## src/rtl/address_sequencer_pkg.sv

```systemverilog
// Shared command encoding for the address sequencer.
// Imported by the top level and by the bench.
package address_sequencer_pkg;

  localparam int CMD_W = 3;

  localparam logic [CMD_W-1:0] CMD_HOLD = 3'b000;
  localparam logic [CMD_W-1:0] CMD_LOAD = 3'b001;
  localparam logic [CMD_W-1:0] CMD_INC  = 3'b010;
  localparam logic [CMD_W-1:0] CMD_CALL = 3'b011;
  localparam logic [CMD_W-1:0] CMD_RET  = 3'b100;

endpackage

```

## src/rtl/return_stack.sv

```systemverilog
// LIFO of return addresses for the sequencer.
// Push when full and pop when empty are dropped.
module return_stack #(
  parameter int ADDR_WIDTH  = 8,
  parameter int STACK_DEPTH = 4
) (
  input  logic                               clk,
  input  logic                               rst,
  input  logic                               push,
  input  logic                               pop,
  input  logic [ADDR_WIDTH-1:0]              push_data,
  output logic [ADDR_WIDTH-1:0]              top,
  output logic [$clog2(STACK_DEPTH+1)-1:0]   depth,
  output logic                               full,
  output logic                               empty
);

  localparam int DW = $clog2(STACK_DEPTH+1);

  logic [ADDR_WIDTH-1:0] r_mem [STACK_DEPTH];
  logic [DW-1:0]         r_depth;
  logic                  w_push;
  logic                  w_pop;
  logic [ADDR_WIDTH-1:0] w_top;

  assign full   = (r_depth == DW'(STACK_DEPTH));
  assign empty  = (r_depth == '0);
  assign depth  = r_depth;
  assign w_push = push & ~full;
  assign w_pop  = pop & ~empty & ~push;
  assign top    = w_top;

  // Select the newest valid entry; zero when empty.
  always_comb begin
    w_top = '0;
    for (int i = 0; i < STACK_DEPTH; i++) begin
      if (r_depth == DW'(i + 1)) begin
        w_top = r_mem[i];
      end
    end
  end

  // Write the pushed address into the first free slot.
  always_ff @(posedge clk or negedge rst) begin
    if (!rst) begin
      for (int i = 0; i < STACK_DEPTH; i++) begin
        r_mem[i] <= '0;
      end
    end else if (w_push) begin
      for (int i = 0; i < STACK_DEPTH; i++) begin
        if (r_depth == DW'(i)) begin
          r_mem[i] <= push_data;
        end
      end
    end
  end

  // Track the number of valid entries.
  always_ff @(posedge clk or negedge rst) begin
    if (!rst) begin
      r_depth <= '0;
    end else if (w_push) begin
      r_depth <= r_depth + DW'(1);
    end else if (w_pop) begin
      r_depth <= r_depth - DW'(1);
    end
  end

endmodule

```

## src/rtl/address_sequencer.sv

```systemverilog
// Address / PC source: hold, load, increment, call, return.
// Return addresses live in a LIFO; misuse sets sticky flags.
module address_sequencer
  import address_sequencer_pkg::*;
#(
  parameter int                    ADDR_WIDTH  = 8,
  parameter int                    STACK_DEPTH = 4,
  parameter int                    INC_STEP    = 1,
  parameter logic [ADDR_WIDTH-1:0] RESET_ADDR  = '0
) (
  input  logic                               clk,
  input  logic                               rst,
  input  logic [CMD_W-1:0]                   cmd,
  input  logic [ADDR_WIDTH-1:0]              data_in,
  input  logic                               clr_err,
  output logic [ADDR_WIDTH-1:0]              addr_out,
  output logic [$clog2(STACK_DEPTH+1)-1:0]   depth,
  output logic                               stack_full,
  output logic                               stack_empty,
  output logic                               ovf_err,
  output logic                               unf_err
);

  logic [ADDR_WIDTH-1:0] r_addr;
  logic                  r_ovf;
  logic                  r_unf;

  logic                  w_is_load;
  logic                  w_is_inc;
  logic                  w_is_call;
  logic                  w_is_ret;
  logic                  w_full;
  logic                  w_empty;
  logic                  w_push;
  logic                  w_pop;
  logic [ADDR_WIDTH-1:0] w_next;
  logic [ADDR_WIDTH-1:0] w_top;

  // Decode the command; unused codes behave as HOLD.
  always_comb begin
    w_is_load = 1'b0;
    w_is_inc  = 1'b0;
    w_is_call = 1'b0;
    w_is_ret  = 1'b0;
    case (cmd)
      CMD_LOAD: w_is_load = 1'b1;
      CMD_INC:  w_is_inc  = 1'b1;
      CMD_CALL: w_is_call = 1'b1;
      CMD_RET:  w_is_ret  = 1'b1;
      default:  ;
    endcase
  end

  // Carry out of the top bit is dropped so the address wraps.
  assign w_next = r_addr + ADDR_WIDTH'(INC_STEP);
  assign w_push = w_is_call & ~w_full;
  assign w_pop  = w_is_ret & ~w_empty;

  return_stack #(
    .ADDR_WIDTH  (ADDR_WIDTH),
    .STACK_DEPTH (STACK_DEPTH)
  ) u_stack (
    .clk       (clk),
    .rst       (rst),
    .push      (w_push),
    .pop       (w_pop),
    .push_data (w_next),
    .top       (w_top),
    .depth     (depth),
    .full      (w_full),
    .empty     (w_empty)
  );

  // Update the current address for the accepted command.
  always_ff @(posedge clk or negedge rst) begin
    if (!rst) begin
      r_addr <= RESET_ADDR;
    end else if (w_is_load || w_push) begin
      r_addr <= data_in;
    end else if (w_is_inc) begin
      r_addr <= w_next;
    end else if (w_pop) begin
      r_addr <= w_top;
    end
  end

  // Sticky error flags; a new error in the clearing cycle wins.
  always_ff @(posedge clk or negedge rst) begin
    if (!rst) begin
      r_ovf <= 1'b0;
      r_unf <= 1'b0;
    end else begin
      r_ovf <= (w_is_call & w_full) | (r_ovf & ~clr_err);
      r_unf <= (w_is_ret & w_empty) | (r_unf & ~clr_err);
    end
  end

  assign addr_out    = r_addr;
  assign stack_full  = w_full;
  assign stack_empty = w_empty;
  assign ovf_err     = r_ovf;
  assign unf_err     = r_unf;

endmodule

```

## config.mk

```make
export PLATFORM = sky130hd
export DESIGN_NAME = address_sequencer
export DESIGN_NICKNAME = d
export VERILOG_FILES = /design/src/rtl/address_sequencer_pkg.sv /design/src/rtl/return_stack.sv /design/src/rtl/address_sequencer.sv
export SDC_FILE = /design/constraint.sdc
export NUM_CORES = 1
export LEC_CHECK = 0
export CELL_PAD_IN_SITES_DETAIL_PLACEMENT = 1
export CELL_PAD_IN_SITES_GLOBAL_PLACEMENT = 2
export CORE_MARGIN = 3
export CORE_UTILIZATION = 35
export CTS_CLUSTER_SIZE = 25
export DETAILED_ROUTE_END_ITERATION = 8
export PLACE_DENSITY = 0.9
export SETUP_SLACK_MARGIN = 0.05
export SLEW_MARGIN = 30
export SYNTH_ARGS = -nofsm -noshare
export SYNTH_HDL_FRONTEND = slang
export SYNTH_SLANG_ARGS = --single-unit
```

## constraint.sdc

```tcl
create_clock -name clk -period 2.34 [get_ports clk]
set_clock_uncertainty 0.2 [all_clocks]
set_input_delay 0.585 -clock clk [delete_from_list [all_inputs] [get_ports clk]]
set_output_delay 0.585 -clock clk [all_outputs]
set_load 0.005 [all_outputs]
```

# After elaboration in Yosys (flattened, before gate mapping)
# Cells that the tools add are included.
# totals
wordCells,55
register_bits,45
output_inout_bits,15
# op_classes
reduce_logical,8
n_eq_ne,8
n_mux,13
bitwise_logic,15
add_sub_neg,3
# ops
op,n
$mux 8,7
$eq 3x2->1 const B,4
$and 1x1->1,9
$add 8x1->8 const B,1
$reduce_and 2->1,4
$eq 3x1->1 const B,2
$eq 3x3->1 const B,2
$mux 3,2
$mux 1,4
$not 1->1,4
$add 3x1->3 const B,1
$logic_not 3->1,1
$reduce_bool 3->1,1
$sub 3x1->3 const B,1
$or 1x1->1,2
$reduce_bool 2->1,1
$logic_or 1x1->1,1

# Longest topological paths before layout
# logic_depth
depth_word,8
mapped_depth,8
ltp_nobuf,8

# Modules after synthesis
# Synthesis repeated with hierarchy kept, for this count alone.
# unflattened
hier_cells,263
area_unflattened_um2,2803.9
# by_module_without_submodules
module,instances,area_each_um2,cells_per_inst,seq_area_each_um2
return_stack,1,1828.0,149,875.8
address_sequencer,1,975.9,114,250.2

# Least setup slack after synthesis
# Ideal clock, no wire load.
# synth_path
path_kind,register -> register
start,"register u_stack.r_depth[2], in the netlist u_stack.depth[2]"
end,"register r_addr[7], in the netlist addr_out[7]"
setup_time_ns,0.121
path_stages_with_launch,8
required_time_ns,2.019
arrival_ns,1.767
path_slack_ns,0.252
path_cell_list,dfrtp_1 inv_1 ha_1 buf_2 a221o_1 a21oi_1 o221ai_1 a22o_1
# synth_via
elab_chain_cells,8
# synth_rtl
item,line,text
start: declaration,return_stack.sv:21,logic [DW-1:0] r_depth;
start signal: assignment,return_stack.sv:63,r_depth <= r_depth + DW'(1);
start signal: assignment,return_stack.sv:65,r_depth <= r_depth - DW'(1);
$eq 3x1->1,return_stack.sv:37,if (r_depth == DW'(i + 1)) begin
$mux 8 (4 in series),return_stack.sv:37,
$mux 8,address_sequencer.sv:82,end else if (w_pop) begin
$mux 8,address_sequencer.sv:80,end else if (w_is_inc) begin
$mux 8,address_sequencer.sv:78,end else if (w_is_load || w_push) begin
end signal: assignment,address_sequencer.sv:79,r_addr <= data_in;
end signal: assignment,address_sequencer.sv:81,r_addr <= w_next;
end signal: assignment,address_sequencer.sv:83,r_addr <= w_top;
end: declaration,address_sequencer.sv:24,logic [ADDR_WIDTH-1:0] r_addr;
# Several ways; a longest one is shown, not always the timed one. The select of a mux whose other input is x is not followed.
# A chain may end at the register's enable or synchronous reset.

# Worst setup path in the final report
# layout_path
start,"register u_stack.r_depth[1], in the netlist u_stack.depth[1]"
end,output port depth[1]
# layout_rtl
item,line,text
end: declaration,address_sequencer.sv:17,"output logic [$clog2(STACK_DEPTH+1)-1:0] depth,"
# No word-level cell between the ends.

==> reports/summary.txt <==
status: finished, final reports clean
Max H-tree Level: 2
Initial Util: 36.78%
I/O pins: 29
CP Depth: 3
YS warnings: 0
core area: 6495 um^2
slowest stage delay, CP: 0.44 ns
minimum clock period: 2.211 ns
endpoints failing hold: 0
DP Wirelength: 4863 um
Max clock buf depth: 2
Tcrit/Tclk final: 94.50%
Cell Area, Synth: 2389 um^2
worst path cell trace: buf_4, buf_4, clkdlybuf4s50_1
GP Congestion: 0.7954
Antenna Nets Post-Route: 0
Syn Inst Count: 249
n_diodes: 0
clock power share: 13.0%
Seq/Total Area, Yosys: 47.15%
Syn-to-layout area delta: 30.38%
vias per inst: 5.249
vias in the first global route: 2173
Switching Fraction: 38.58%
Post-Syn Area per Cell: 9.593 um^2
post-synth cell types: 41
Post-synth EDFFs: 0
GRT Util Overall: 17.95%
DP Area: 2932 um^2
CP Max Fanout: 3
crit path DAT: 1.43 ns
sequential power share: 36.9%
switching power: 1.417 mW
# port buffers: 28
most common library cells after synthesis: dfrtp_1 (45), nand2_1 (34), nor2_1 (30)
RSZ-0062 raised after global routing: no
pwr dens: 1179 nW/um^2
FMAX: 452.2 MHz
Internal: 2.256 mW
Buf+Inv Stages, Crit Path: 3
Mapped Nets: 270
wire per inst: 16.58 um
vias: 2042
die height: 88.61 um
actual slew at the worst max-slew pin: 0.5849 ns
Max-slew headroom: 61.01%
largest net degree at the start of global routing: 46
Worst Setup Path Type: flop to primary output
FF/Latch Area: 1126 um^2
Detailed Route WL: 6450 um
Rows: 29
Req. time, crit path: 1.55 ns
top cell type's share of synthesized area: 47.15%
Worst setup EP type: primary output
area leader, netlist: dfrtp_1
share of layout cells above drive strength 1: 24.36%
endpoints failing setup: 0
fin nets: 332
peak supply drop: 541.4 uV
Worst Reg-to-Reg Cells: 8
die area: 7852 um^2
Finished Cell Area: 3114 um^2
clk sinks: 45
Die Wd: 88.61 um
Root Buffer: clkbuf_8
GRT met2 Usage: 28.69%
worst hold path type: primary input to async pin
DRT Pass-1 Iters: 4
ranking of synthesized cells by area: dfrtp_1 (47%), nand2_1 (5.3%), o21ai_0 (4.8%), nor2_1 (4.7%), ha_1 (3.7%)
drt initial violations: 69
ys flop type: dfrtp_1
MaxCap Viol Count: 0
GR Util met1: 25.03%
M3 GR Usage: 3.073%
GRT busiest layer: met2
Clk pin slew, worst setup/hold paths: 0.08 ns
Lkg Pwr: 1.366 nW
latest clock arrival within the worst-skew pair: 0.30 ns
Pwr Total: 3.673 mW
hold-fix buffers at CTS: 0
family with the most delay on the worst path: buffers and inverters
CTS tree: done
most frequent CP cell: buf_4
initial antenna violation count: 0
utilization after layout: 47.95%
CP max stage cell: clkdlybuf4s50_1
combinational share of power: 50.1%
Synth async-reset ratio: 100.0%
synthesized flop and latch total: 45
Fillers: 758
Residual DRC: 0
first-pass GRT wire length: 10800 um
Worst setup SP type: flop
count leader, synth: dfrtp_1
Congestion Overflow GR: 0
max-slew violations: 0
number of buffers created by CTS: 5
multi-input gate area in the final layout: 1200 um^2
-- power by group through the flow --
stage	clock network (mW)	registers (mW)	logic, mW
floorplan	0	1.33	0.927
global placement	0	1.36	1.59
detailed placement	0	1.37	1.65
CTS	0.495	1.35	1.77
global route	0.523	1.40	2.03
finish	0.479	1.35	1.84
-- worst paths after layout --
kind	from	to	slack (ns)
max	u_stack.depth[1]	depth[1]	0.13
min	rst	u_stack.r_mem[31]	0.17
max reg2reg	u_stack.depth[0]	addr_out[6]	0.14
min reg2reg	u_stack.r_mem[5]	u_stack.r_mem[5]	0.28
max in group asynchronous	rst	u_stack.r_mem[18]	1.38
min in group clk	u_stack.r_mem[5]	u_stack.r_mem[5]	0.28
-- metal layers --
layer,vias to the layer above,routed length [um]
li1,1001,-
met1,1004,3255
met2,29,2963
met3,8,130
met4,0,101
met5,-,0
-- flip-flops by register name (all words and copies together), names as in the netlist --
register	cells
u_stack.r_mem	32
addr_out	8
unf_err	1
u_stack.depth	3
ovf_err	1
-- area by class of cell --
cell class	instances	area share [%]
multi-input cells	184	38.53
flip-flops and latches	45	36.16
repair buffers	68	18.68
well taps	77	3.094
clock buffers	7	2.451
inverters	7	0.8437
clock inverters	1	0.2411
-- what timing repair did --
item / in CTS / in global routing
pin swaps: 6 / 4
buffers inserted: 3 / 1
endpoints found under the setup margin: 5 / 7
resized for setup: 9 / 9
-- cells in the final DEF (no fill, tap or decap), types with 3 or more instances in the layout --
| cell | instances |
|---|---|
| a21oi_1 | 13 |
| a21oi_2 | 4 |
| a221o_1 | 4 |
| a221oi_1 | 5 |
| a22o_1 | 7 |
| buf_4 | 39 |
| clkbuf_8 | 5 |
| clkdlybuf4s50_1 | 25 |
| dfrtp_1 | 45 |
| ha_4 | 3 |
| inv_1 | 4 |
| inv_2 | 3 |
| mux2_2 | 4 |
| nand2_1 | 34 |
| nand3_1 | 6 |
| nor2_1 | 30 |
| o21ai_0 | 23 |
| o21ai_1 | 9 |
| o22ai_1 | 4 |
| xnor2_1 | 5 |
-- kinds of logic (layout without fill, tap and decap cells) --
kind of cell | Yosys count | count (layout) | synth area share [%]
xor gates and xnor gates | 7 | 7 | 2.567
and+or+nand+nor | 84 | 84 | 16.50
DFF | 45 | 45 | 47.15
muxes | 6 | 6 | 3.143
adders and majority gates | 7 | 7 | 3.667
buffers and inverters | 20 | 83 | 5.238
AOI/OAI and AO/OA | 80 | 80 | 21.74
-- per-stage QoR --
stage                     TNS, ns  hold slack (ns)  instances  worst slack [ns]
after CTS                       0           0.1828        388           0.01498
after detailed placement  -0.9690           0.2655        377           -0.1291
after floorplan                 0          0.08941        249            0.2516
after global routing            0           0.2129        389           0.06290
final                           0           0.1667        389            0.1287
after global placement    -0.1075           0.2567        377          -0.03173
Power figures use the tool's default switching activity.
